**config.mk**
```make
export PLATFORM = sky130hd
export DESIGN_NAME = sram_reader
export DESIGN_NICKNAME = d
export VERILOG_FILES = /design/src/rtl/sram_reader.sv
export SDC_FILE = /design/constraint.sdc
export NUM_CORES = 1
export LEC_CHECK = 0
export CORE_UTILIZATION = 46
export DETAILED_ROUTE_END_ITERATION = 12
export PLACE_DENSITY_LB_ADDON = 0.15
export SYNTH_ARGS = -nofsm -noshare
export SYNTH_HDL_FRONTEND = slang
export SYNTH_SLANG_ARGS = --single-unit
```
**constraint.sdc**
```tcl
create_clock -name clk -period 2.3 [get_ports clk]
set_input_delay 0.23 -clock clk [delete_from_list [all_inputs] [get_ports clk]]
set_output_delay 0.23 -clock clk [all_outputs]
set_load 0.02 [all_outputs]
```
**src/rtl/sram_reader.sv**
```systemverilog
// sram_reader: reads little-endian 32-bit words from a byte-wide async SRAM.
// Define SRAM_READER_STREAM_EN to let RESP chain straight into the next word.
module sram_reader #(
    parameter int WAIT = 2
) (
    input  logic        clk,
    input  logic        reset,
    input  logic        req_valid,
    output logic        req_ready,
    input  logic [20:0] req_addr,
    input  logic        stream,
    output logic        rsp_valid,
    input  logic        rsp_ready,
    output logic [31:0] rsp_data,
    output logic [20:0] sram_addr,
    input  logic [7:0]  sram_data,
    output logic        sram_ce,
    output logic        sram_oe,
    output logic        sram_we,
    output logic        busy
);
    typedef enum logic [1:0] {IDLE, READ, RESP} state_t;
    state_t state, next;
    logic [1:0] idx;
    logic [3:0] wcnt;
    logic       sample, accept, restart, stream_go;
`ifdef SRAM_READER_STREAM_EN
    assign stream_go = stream;
`else
    assign stream_go = stream & 1'b0;
`endif
    assign accept  = state == IDLE && req_valid;
    assign sample  = state == READ && wcnt == 4'(WAIT);
    assign restart = state == RESP && rsp_ready && stream_go;
    always_ff @(posedge clk or posedge reset)
        if (reset) state <= IDLE;
        else       state <= next;
    always_comb begin
        next = state;
        case (state)
            IDLE:    next = req_valid ? READ : IDLE;
            READ:    next = (sample && idx == 2'd3) ? RESP : READ;
            RESP:    next = rsp_ready ? (stream_go ? READ : IDLE) : RESP;
            default: next = IDLE;
        endcase
    end
    // sram_addr doubles as base+idx; its low bits are the byte index while reading
    always_ff @(posedge clk or posedge reset)
        if (reset) begin
            sram_addr <= '0;
            rsp_data  <= '0;
            idx       <= '0;
            wcnt      <= '0;
        end else if (accept) begin
            sram_addr <= req_addr & 21'h1FFFFC;
            idx       <= '0;
            wcnt      <= '0;
        end else if (restart) begin
            sram_addr <= (sram_addr & 21'h1FFFFC) + 21'd4;
            idx       <= '0;
            wcnt      <= '0;
        end else if (sample) begin
            rsp_data[{idx, 3'b000} +: 8] <= sram_data;
            sram_addr <= idx == 2'd3 ? sram_addr : sram_addr + 21'd1;
            idx       <= idx + 2'd1;
            wcnt      <= '0;
        end else if (state == READ) begin
            wcnt      <= wcnt + 4'd1;
        end
    assign req_ready = state == IDLE;
    assign rsp_valid = state == RESP;
    assign busy      = state != IDLE;
    assign sram_ce   = state != READ;
    assign sram_oe   = state != READ;
    assign sram_we   = 1'b1;
endmodule

```
==> flow_summary_export.csv, run 1 <==
group,metric,value,unit
global_routing,first_global_vias,2354,
place,place.gp.congestion,0.832,
global_routing,grt_max_degree,34,
power,p_leak,1.83,nW
outcome,status,"finished clean",
worst_setup_path,endpoint_kind,"flip-flop",
sta,finClkSkew,0.00492,ns
die,rows,28,
cells_and_area,utilization,69.4,%
synth,synthMuxAreaShare,0.339,%
synth,syn-num-nets,365,
cells_and_area,final_common_cell,"nand2_1",
sta,final.period_utilization,86.2,%
die,dieHeight,82.1,um
flow_run,drv_cap,0,
worst_setup_path,crit_path_max_fanout,6,
worst_setup_path,arrival,2.20,ns
worst_setup_path,critical_path.cell_chain,"ha_1 -> nor4b_2 -> and2_1 -> nor2_1 -> a21o_1 -> a221o_1",
clock_tree,htree_levels,3,
routing,viasPerCell,5.28,
synth,synth-xor-area-share,3.86,%
worst_setup_path,slowest_stage,"dfrtp_1",
die,fp.dieW,82.1,um
clock_tree,hold_buffers,0,
worst_setup_path,r2r_setup_slack,0.32,ns
power,p_per_area,1400,nW/um2
routing,routedWlPerCell,14.7,um
synth,synthCells,323,
clock_tree,clock-sinks,61,
cells_and_area,instances_no_fill,502,
sta,setup_viol,0,
synth,synth_top_family_by_area,"simple AND/OR/NAND/NOR gates",
routing,dr.pass1.iters,4,
cells_and_area,drive_above_1_share,8.90,%
routing,vias,2651,
global_routing,overflow,0,
clock_tree,clock_latency,0.34,ns
cells_and_area,fin_area,4210,um2
worst_setup_path,slowest_delay,0.46,ns
cells_and_area,final_cell_mix,"nand2_1 (91), clkdlybuf4s50_1 (88), dfrtp_1 (61)",
synth,synth-adder-area-share,3.39,%
global_routing,grt_pass1_wl,11500,um
sta,tightest_slew,0.576,ns
synth,yosys.area_share.simple,25.3,%
synth,yosysUniqueCellTypes,40,
die,coreArea,6060,um2
worst_setup_path,worst-setup-path-type,"reg2reg",
synth,synth_top_cell_area_share,51.7,%
synth,syn_area_per_cell,9.13,um2
sta,rsz0062_at_grt,"no",
synth,ys_dominant_reg_cell,"dfrtp_1",
sta,clock.fmax,0.505,GHz
global_routing,grt_usage,23.3,%
worst_hold_path,hold_class,"in2async",
power,p_total,5.91,mW
place,numPortBuffers,88,
power,ir_drop,0.805,mV
routing,first_iter_violations,109,
clock_tree,cts_buffer_depth,2,
synth,netlist_area,2950,um2
synth,synth-edff-count,0,
sta,slew_headroom,61.6,%
clock_tree,root_buffer,"clkbuf_8",
synth,ys_ff_latch,61,
routing,routed_wl,7390,um
synth,synth_top_cell_by_area,"dfrtp_1",
global_routing,antenna_found_initial,0,
cells_and_area,nNetsFinal,464,
sta,period_minus_slack,1.98,ns
place,dpl_cell_area,3940,um2
place,dp.cells,481,
cells_and_area,area.growth.synth_to_final,42.6,%
cells_and_area,antennaDiodeCount,0,
place,dp_hpwl,5180,um
clock_tree,cts_buffers,9,
worst_setup_path,setup.worst_path.start_class,"flip-flop",
synth,synthTopCellsByArea,"dfrtp_1 (52%), nand2_1 (12%), o21ai_0 (7.0%)",
worst_setup_path,worstPathRequired,2.52,ns
synth,synth_seq_area_share,51.7,%
clock_tree,cts_tree,"done",
sta,fin_tns_setup,0,ns
synth,async_reset_ff_share,100,%
synth,synth_compound_area_share,11.8,%
routing,drc,0,
sta,drv_slew,0,
clock_tree,path_clk_slew,0.07,ns
sta,hold_violations,0,
synth,yosysWarnings,0,
routing,final_antenna_net_count,0,
die,pin_count,93,
die,start_util,48.7,%
die,dieArea,6740,um2
==> power by group <==
| group | internal, mW | leakage, nW | switching, mW |
|---|---|---|---|
| combinational | 1.36 | 0.980 | 1.45 |
| sequential | 1.57 | 0.739 | 0.451 |
| clock | 0.637 | 0.112 | 0.433 |
| total | 3.57 | 1.83 | 2.33 |
==> cell type report <==
class,instances,area (um2)
clock buffers,10,138
fillers,470,1850
clock inverters,6,86.3
well taps,75,93.8
flip-flops and latches,61,1530
multi-input cells,241,1330
inverters,6,25.0
repair buffers,103,1010
==> cell families after synthesis <==
group / Yosys count
mux: 1
other cells: 1
buf+inv: 21
xor+xnor: 13
flops: 61
fa+ha+maj: 8
simple gates: 157
compound gates: 61
==> repair_timing <==
item	CTS	global route
endpoints found under the setup margin	0	32
buffers inserted	0	5
resized for setup	0	2
==> final timing paths <==
| kind | endpoint | from | cells past startpoint |
|---|---|---|---|
| worst max register to register | sram_addr[20] | idx[0] | 6 |
| worst min register to register | rsp_data[9] | rsp_data[9] | 2 |
| worst max-delay path | sram_addr[20] | idx[0] | 6 |
| min in group clk | sram_addr[7] | req_addr[7] | 3 |
| worst min-delay path | wcnt[3] | reset | 2 |
| max in group asynchronous | idx[1] | reset | 3 |
==> routing by layer <==
layer	vias up	part of all wire, %	GRT usage [%]	wire, um
met1	1255	47	32.5	3450
met5	-	0	0	0
met4	0	1.3	7.37	99
met2	86	46	35.0	3410
li1	1300	-	-	-
met3	10	5.8	6.33	432
==> Yosys cell counts, types with 2 or more instances <==
cell type	instances
nand2_1	92
dfrtp_1	61
o21ai_0	41
nand3_1	15
nor2_1	9
xor2_1	9
and3_1	8
clkbuf_1	8
ha_1	8
nor3_1	7
and2_1	5
inv_1	5
nand4_1	5
and4_1	4
buf_2	4
xnor2_1	4
a21oi_1	3
a22oi_1	3
nor3b_1	3
o211ai_1	3
a21o_1	2
a221o_1	2
a31oi_1	2
buf_4	2
nor4b_1	2
o21ai_1	2
==> worst max-delay path: cells and delay by family, from the launching register on <==
| kind | cells | cell delay, ns |
|---|---|---|
| and+or+nand+nor | 3 | 0.64 |
| AOI/OAI and AO/OA | 2 | 0.48 |
| DFF | 1 | 0.46 |
| adders and majority gates | 1 | 0.29 |
==> through the flow <==
stage,hold slack (ns),setup slack [ns]
2_1_floorplan,0.347,0.296
3_3_place_gp,0.461,0.202
3_5_place_dp,0.470,0.152
4_1_cts,0.274,0.147
5_1_grt,0.316,0.113
6_report,0.263,0.318
==> registers in the layout, indices dropped and copies added (netlist names) <==
| register | count |
|---|---|
| idx | 2 |
| rsp_data | 32 |
| sram_addr | 21 |
| state | 2 |
| wcnt | 4 |
(Power assumes the default switching activity.)
==> run 2, diff against run 1 <==
CORE_UTILIZATION = 61   (was 46)
DONT_BUFFER_PORTS = 1   (was not set)
==> flow_summary_export.csv, run 2 (synthesis gave the netlist of run 1 again) <==
group,metric,value,unit
worst_setup_path,setup.worst_path.start_class,"flip-flop",
routing,vias,2306,
global_routing,overflow,0,
routing,dr.pass1.iters,4,
routing,final_antenna_net_count,0,
cells_and_area,nNetsFinal,376,
clock_tree,clock-sinks,61,
worst_setup_path,path_buf_inv,0,
global_routing,first_global_vias,2202,
global_routing,antenna_found_initial,0,
sta,drv_slew,0,
die,fp.dieW,71.5,um
routing,viasPerCell,5.91,
die,rows,24,
worst_setup_path,slowest_delay,0.44,ns
cells_and_area,largestRegisters,"rsp_data: 32 flops, sram_addr: 21 flops, wcnt: 4 flops",
global_routing,grt_usage,26.8,%
worst_setup_path,r2r_setup_slack,0.32,ns
clock_tree,htree_levels,3,
power,clkPwrFrac,16.9,%
place,numPortBuffers,0,
cells_and_area,drive_above_1_share,10.1,%
sta,rsz0062_at_grt,"no",
sta,clock.fmax,0.505,GHz
cells_and_area,area.growth.synth_to_final,9.03,%
worst_setup_path,worst-setup-path-type,"reg2reg",
cells_and_area,antennaDiodeCount,0,
global_routing,grt_pass1_wl,10500,um
worst_setup_path,critical_path.cell_chain,"ha_1 -> nor4b_2 -> nand2_1 -> and3_1 -> a21oi_1 -> o21ai_0",
worst_setup_path,worstPathRequired,2.49,ns
worst_hold_path,hold_class,"in2reg",
global_routing,use_met1,38.4,%
routing,drc,0,
die,coreArea,4500,um2
sta,finClkSkew,0.00735,ns
sta,hold_ws,0.0168,ns
worst_setup_path,endpoint_kind,"flip-flop",
global_routing,grt.busiest_layer,"met2",
worst_hold_path,min_path_cells,2,
sta,hold_violations,0,
sta,period_minus_slack,1.98,ns
clock_tree,cts_buffers,9,
clock_tree,cts_setup_buffers,0,
clock_tree,cts_buffer_depth,2,
worst_setup_path,critPathCapture,"sram_addr[16]",
clock_tree,path_clk_slew,0.07,ns
power,p_switching,2.17,mW
cells_and_area,largest_reg_flops,32,
power,intPower,2.50,mW
power,comb_power_share,27.7,%
outcome,status,"finished clean",
global_routing,grtUsageMet3,6.75,%
place,dp_hpwl,4640,um
clock_tree,clock_latency,0.33,ns
sta,tightest_slew,0.669,ns
worst_setup_path,rr_endpoint,"sram_addr[16]",
routing,routed_wl,6580,um
place,place.gp.congestion,0.806,
global_routing,grtUsageMet2,39.7,%
power,p_per_area,1450,nW/um2
die,dieHeight,71.5,um
worst_setup_path,reg2regPathDepth,6,
die,dieArea,5120,um2
sta,fin_tns_setup,0,ns
worst_setup_path,cp.depth,6,
worst_setup_path,crit_path_max_fanout,10,
flow_run,drv_cap,0,
cells_and_area,final_cell_mix,"nand2_1 (92), dfrtp_1 (61), o21ai_0 (41)",
power,ir_drop,0.845,mV
routing,routedWlPerCell,16.9,um
worst_setup_path,cp_top_family,"simple AND/OR/NAND/NOR gates",
worst_setup_path,slowest_stage,"dfrtp_1",
global_routing,grt_max_degree,55,
die,pin_count,93,
power,seq_power_share,55.5,%
sta,setup_viol,0,
clock_tree,cts_tree,"done",
power,p_leak,1.46,nW
worst_setup_path,crit_start,"idx[0]",
sta,final.period_utilization,86.0,%
cells_and_area,final_common_cell,"nand2_1",
power,swShare,46.6,%
worst_setup_path,arrival,2.17,ns
sta,slew_headroom,55.4,%
cells_and_area,largest-register,"rsp_data",
routing,first_iter_violations,246,
clock_tree,root_buffer,"clkbuf_8",
worst_setup_path,rr_startpoint,"idx[0]",
die,start_util,65.5,%
-- run 2: timing repair --
action,4_1_cts,5_1_grt
hold buffers,1,0
endpoints found under the hold margin,7,0
gates resized for setup,0,1
setup endpoints to repair,0,10
-- run 2: layout make-up --
class                      count  area, um2
sequential                    61       1530
multi-input combinational    241       1330
fill                         349       1290
clock buffer                  10        128
timing repair buffer          15        115
tap                           52       65.1
clock inverter                 5       28.8
inverter                       6       25.0
-- run 2: worst reg2reg max path: stages (launching register included) --
cell     delay [ns]
dfrtp_1        0.44
ha_1           0.30
nor4b_2        0.34
nand2_1        0.30
and3_1         0.27
a21oi_1        0.10
o21ai_0        0.10
-- run 2: worst min path at each step --
stage | from | to | slack [ns]
floorplan | req_addr[11] | sram_addr[11] | 0.35
global placement | reset | rsp_data[3] | 0.01
detailed placement | reset | rsp_data[3] | 0.02
CTS | req_addr[6] | sram_addr[6] | 0.01
global route | req_addr[7] | sram_addr[7] | 0.02
finish | req_addr[5] | sram_addr[5] | 0.02
-- run 2: per-layer routing --
metal  share of wire, %  wire length [um]
met5                  0                 0
met3                7.4               486
met1                 46              3050
met2                 45              2960
met4                1.2                78
-- run 2: through the flow --
stage / power [mW] / cells / instance area [um2] / worst slack (ns) / utilization [%]
after floorplan: 3.47 / 323 / 2950 / 0.296 / -
after global placement: 3.81 / 374 / 3040 / 0.239 / 67.6
after detailed placement: 3.88 / 374 / 3040 / 0.163 / 67.6
after CTS: 4.67 / 390 / 3210 / 0.153 / 71.3
after global routing: 4.99 / 390 / 3220 / 0.0938 / 71.4
final: 4.67 / 390 / 3220 / 0.322 / 71.4
-- run 2: power by group through the flow --
stage          Combinational (mW)  Sequential (mW)  Clock [mW]
2_1_floorplan               0.981             2.49           0
3_3_place_gp                 1.22             2.58           0
3_5_place_dp                 1.28             2.60           0
4_1_cts                      1.29             2.59       0.793
5_1_grt                      1.50             2.65       0.838
6_report                     1.29             2.59       0.788
==> run 3, diff against run 2 <==
CORE_UTILIZATION = 63   (was 61)
==> flow_summary_export.csv, run 3 (synthesis gave the netlist of run 1 again) <==
group,metric,value,unit
worst_setup_path,setup.worst_path.start_class,"flip-flop",
worst_hold_path,min_from,"sram_data[3]",
global_routing,grt_usage,28.9,%
cells_and_area,final_common_cell,"nand2_1",
routing,final_antenna_net_count,0,
clock_tree,root_buffer,"clkbuf_8",
clock_tree,cts_setup_buffers,0,
worst_setup_path,arrival,2.21,ns
clock_tree,path_clk_slew,0.07,ns
worst_setup_path,crit_path_frequent_cell,"nand2_1",
global_routing,grt_max_degree,39,
worst_setup_path,r2r_setup_slack,0.29,ns
sta,fin_tns_setup,0,ns
global_routing,use_met1,39.7,%
sta,hold_violations,0,
clock_tree,clock-sinks,61,
sta,period_minus_slack,2.01,ns
sta,finClkSkew,0.00748,ns
clock_tree,hold_buffers,1,
clock_tree,clock_latency,0.35,ns
global_routing,grt_pass1_wl,10900,um
outcome,status,"finished clean",
worst_setup_path,path_buf_inv,2,
cells_and_area,nNetsFinal,379,
worst_setup_path,endpoint_kind,"flip-flop",
sta,setup_ws,0.290,ns
clock_tree,cts_buffer_depth,2,
power,p_leak,1.48,nW
routing,routed_wl,6720,um
worst_setup_path,crit_path_max_fanout,16,
worst_hold_path,hold_class,"in2reg",
worst_setup_path,worst-setup-path-type,"reg2reg",
routing,viasPerCell,6.04,
cells_and_area,largest_reg_flops,32,
sta,setup_viol,0,
global_routing,grtUsageMet3,7.50,%
clock_tree,htree_levels,3,
global_routing,overflow,0,
cells_and_area,final_cell_mix,"nand2_1 (92), dfrtp_1 (61), o21ai_0 (41)",
worst_setup_path,critical_path.cell_chain,"nor2b_2 -> inv_4 -> nor4b_4 -> buf_4 -> nand2_1 -> nand2_1 -> o21ai_0",
worst_setup_path,worstPathRequired,2.50,ns
cells_and_area,antennaDiodeCount,0,
power,p_per_area,1490,nW/um2
place,place.gp.congestion,0.837,
power,ir_drop,0.857,mV
worst_setup_path,rr_endpoint,"rsp_data[19]",
sta,rsz0062_at_grt,"no",
die,fp.dieW,70.4,um
global_routing,grtUsageMet2,42.9,%
worst_setup_path,cp_top_family,"simple AND/OR/NAND/NOR gates",
worst_setup_path,reg2regPathDepth,7,
die,rows,24,
flow_run,drv_cap,0,
worst_hold_path,min_to,"rsp_data[3]",
global_routing,first_global_vias,2243,
cells_and_area,area.growth.synth_to_final,11.0,%
die,pin_count,93,
clock_tree,post_cts_resized,0,
place,dp_hpwl,4810,um
cells_and_area,fill_cells,322,
place,dpl_cell_area,3070,um2
global_routing,grt.busiest_layer,"met2",
place,numPortBuffers,0,
die,dieArea,4960,um2
routing,first_iter_violations,204,
routing,routedWlPerCell,17.0,um
die,start_util,66.8,%
die,dieHeight,70.4,um
sta,clock.fmax,0.497,GHz
cells_and_area,fin_area,3280,um2
worst_setup_path,slowest_stage,"dfrtp_1",
global_routing,antenna_found_initial,0,
routing,vias,2381,
cells_and_area,largestRegisters,"rsp_data: 32 flops, sram_addr: 21 flops, wcnt: 4 flops",
clock_tree,cts_buffers,9,
power,p_total,4.88,mW
die,coreArea,4410,um2
routing,dr.pass1.iters,4,
worst_setup_path,rr_startpoint,"state[1]",
sta,final.period_utilization,87.4,%
routing,drc,0,
place,place_ws,0.309,ns
cells_and_area,largest-register,"rsp_data",
sta,drv_slew,0,
cells_and_area,drive_above_1_share,11.1,%
clock_tree,cts_tree,"done",
worst_setup_path,slowest_delay,0.42,ns
worst_hold_path,min_path_cells,2,
run 3: cell count changes in the layout (fill, tap and decap cells not counted), sizes merged:
| cell | previous run | this run |
|---|---|---|
| clkinv | 5 | 2 |
| bufinv | 0 | 1 |
| inv | 6 | 7 |
| clkinvlp | 0 | 3 |
| buf | 14 | 17 |
| clkbuf | 10 | 9 |
run 3: how the worst max path moves through the flow:
stage	startpoint	endpoint	slack [ns]	depth (start not counted)
after floorplan	idx[0]	sram_addr[13]	0.30	7
after global placement	idx[0]	sram_addr[20]	0.35	7
final	state[1]	rsp_data[19]	0.29	7
after CTS	idx[0]	sram_addr[20]	0.29	7
after detailed placement	idx[0]	sram_addr[20]	0.31	7
after global routing	idx[0]	sram_addr[7]	0.09	7
run 3: per-stage QoR:
stage          utilization (%)  hold slack (ns)  instances
2_1_floorplan                -            0.347        323
3_3_place_gp              69.5            0.176        377
3_5_place_dp              69.5            0.179        377
4_1_cts                   74.2          0.00320        394
5_1_grt                   74.2          0.00378        394
6_report                  74.2          0.00441        394
run 3: layout make-up:
cell class	count	area (um2)	area share, %
Clock buffer	9	124	3.78
Clock inverter	7	75.1	2.29
Inverter	6	25.0	0.764
Multi-Input combinational cell	241	1320	40.4
Sequential cell	61	1530	46.6
Tap cell	52	65.1	1.99
Timing Repair Buffer	18	138	4.20
run 3: worst reg2reg max path: cells and delay by family (launching register included):
family	cells	cell delay [ns]
AO/OA/AOI/OAI	1	0.11
buffers and inverters	2	0.35
flip-flops	1	0.42
AND/OR/NAND/NOR	4	0.97
run 3: routing by layer:
metal  vias to the layer above  wire length [um]
met2                       110              3100
li1                       1138                 -
met3                        13               589
met1                      1120              2890
met4                         0               133
met5                         -                 0
run 3: power breakdown:
group / switching (mW) / internal [mW] / total [mW]
sequential: 0.980 / 1.57 / 2.55
combinational: 0.806 / 0.579 / 1.39
clock: 0.450 / 0.503 / 0.953
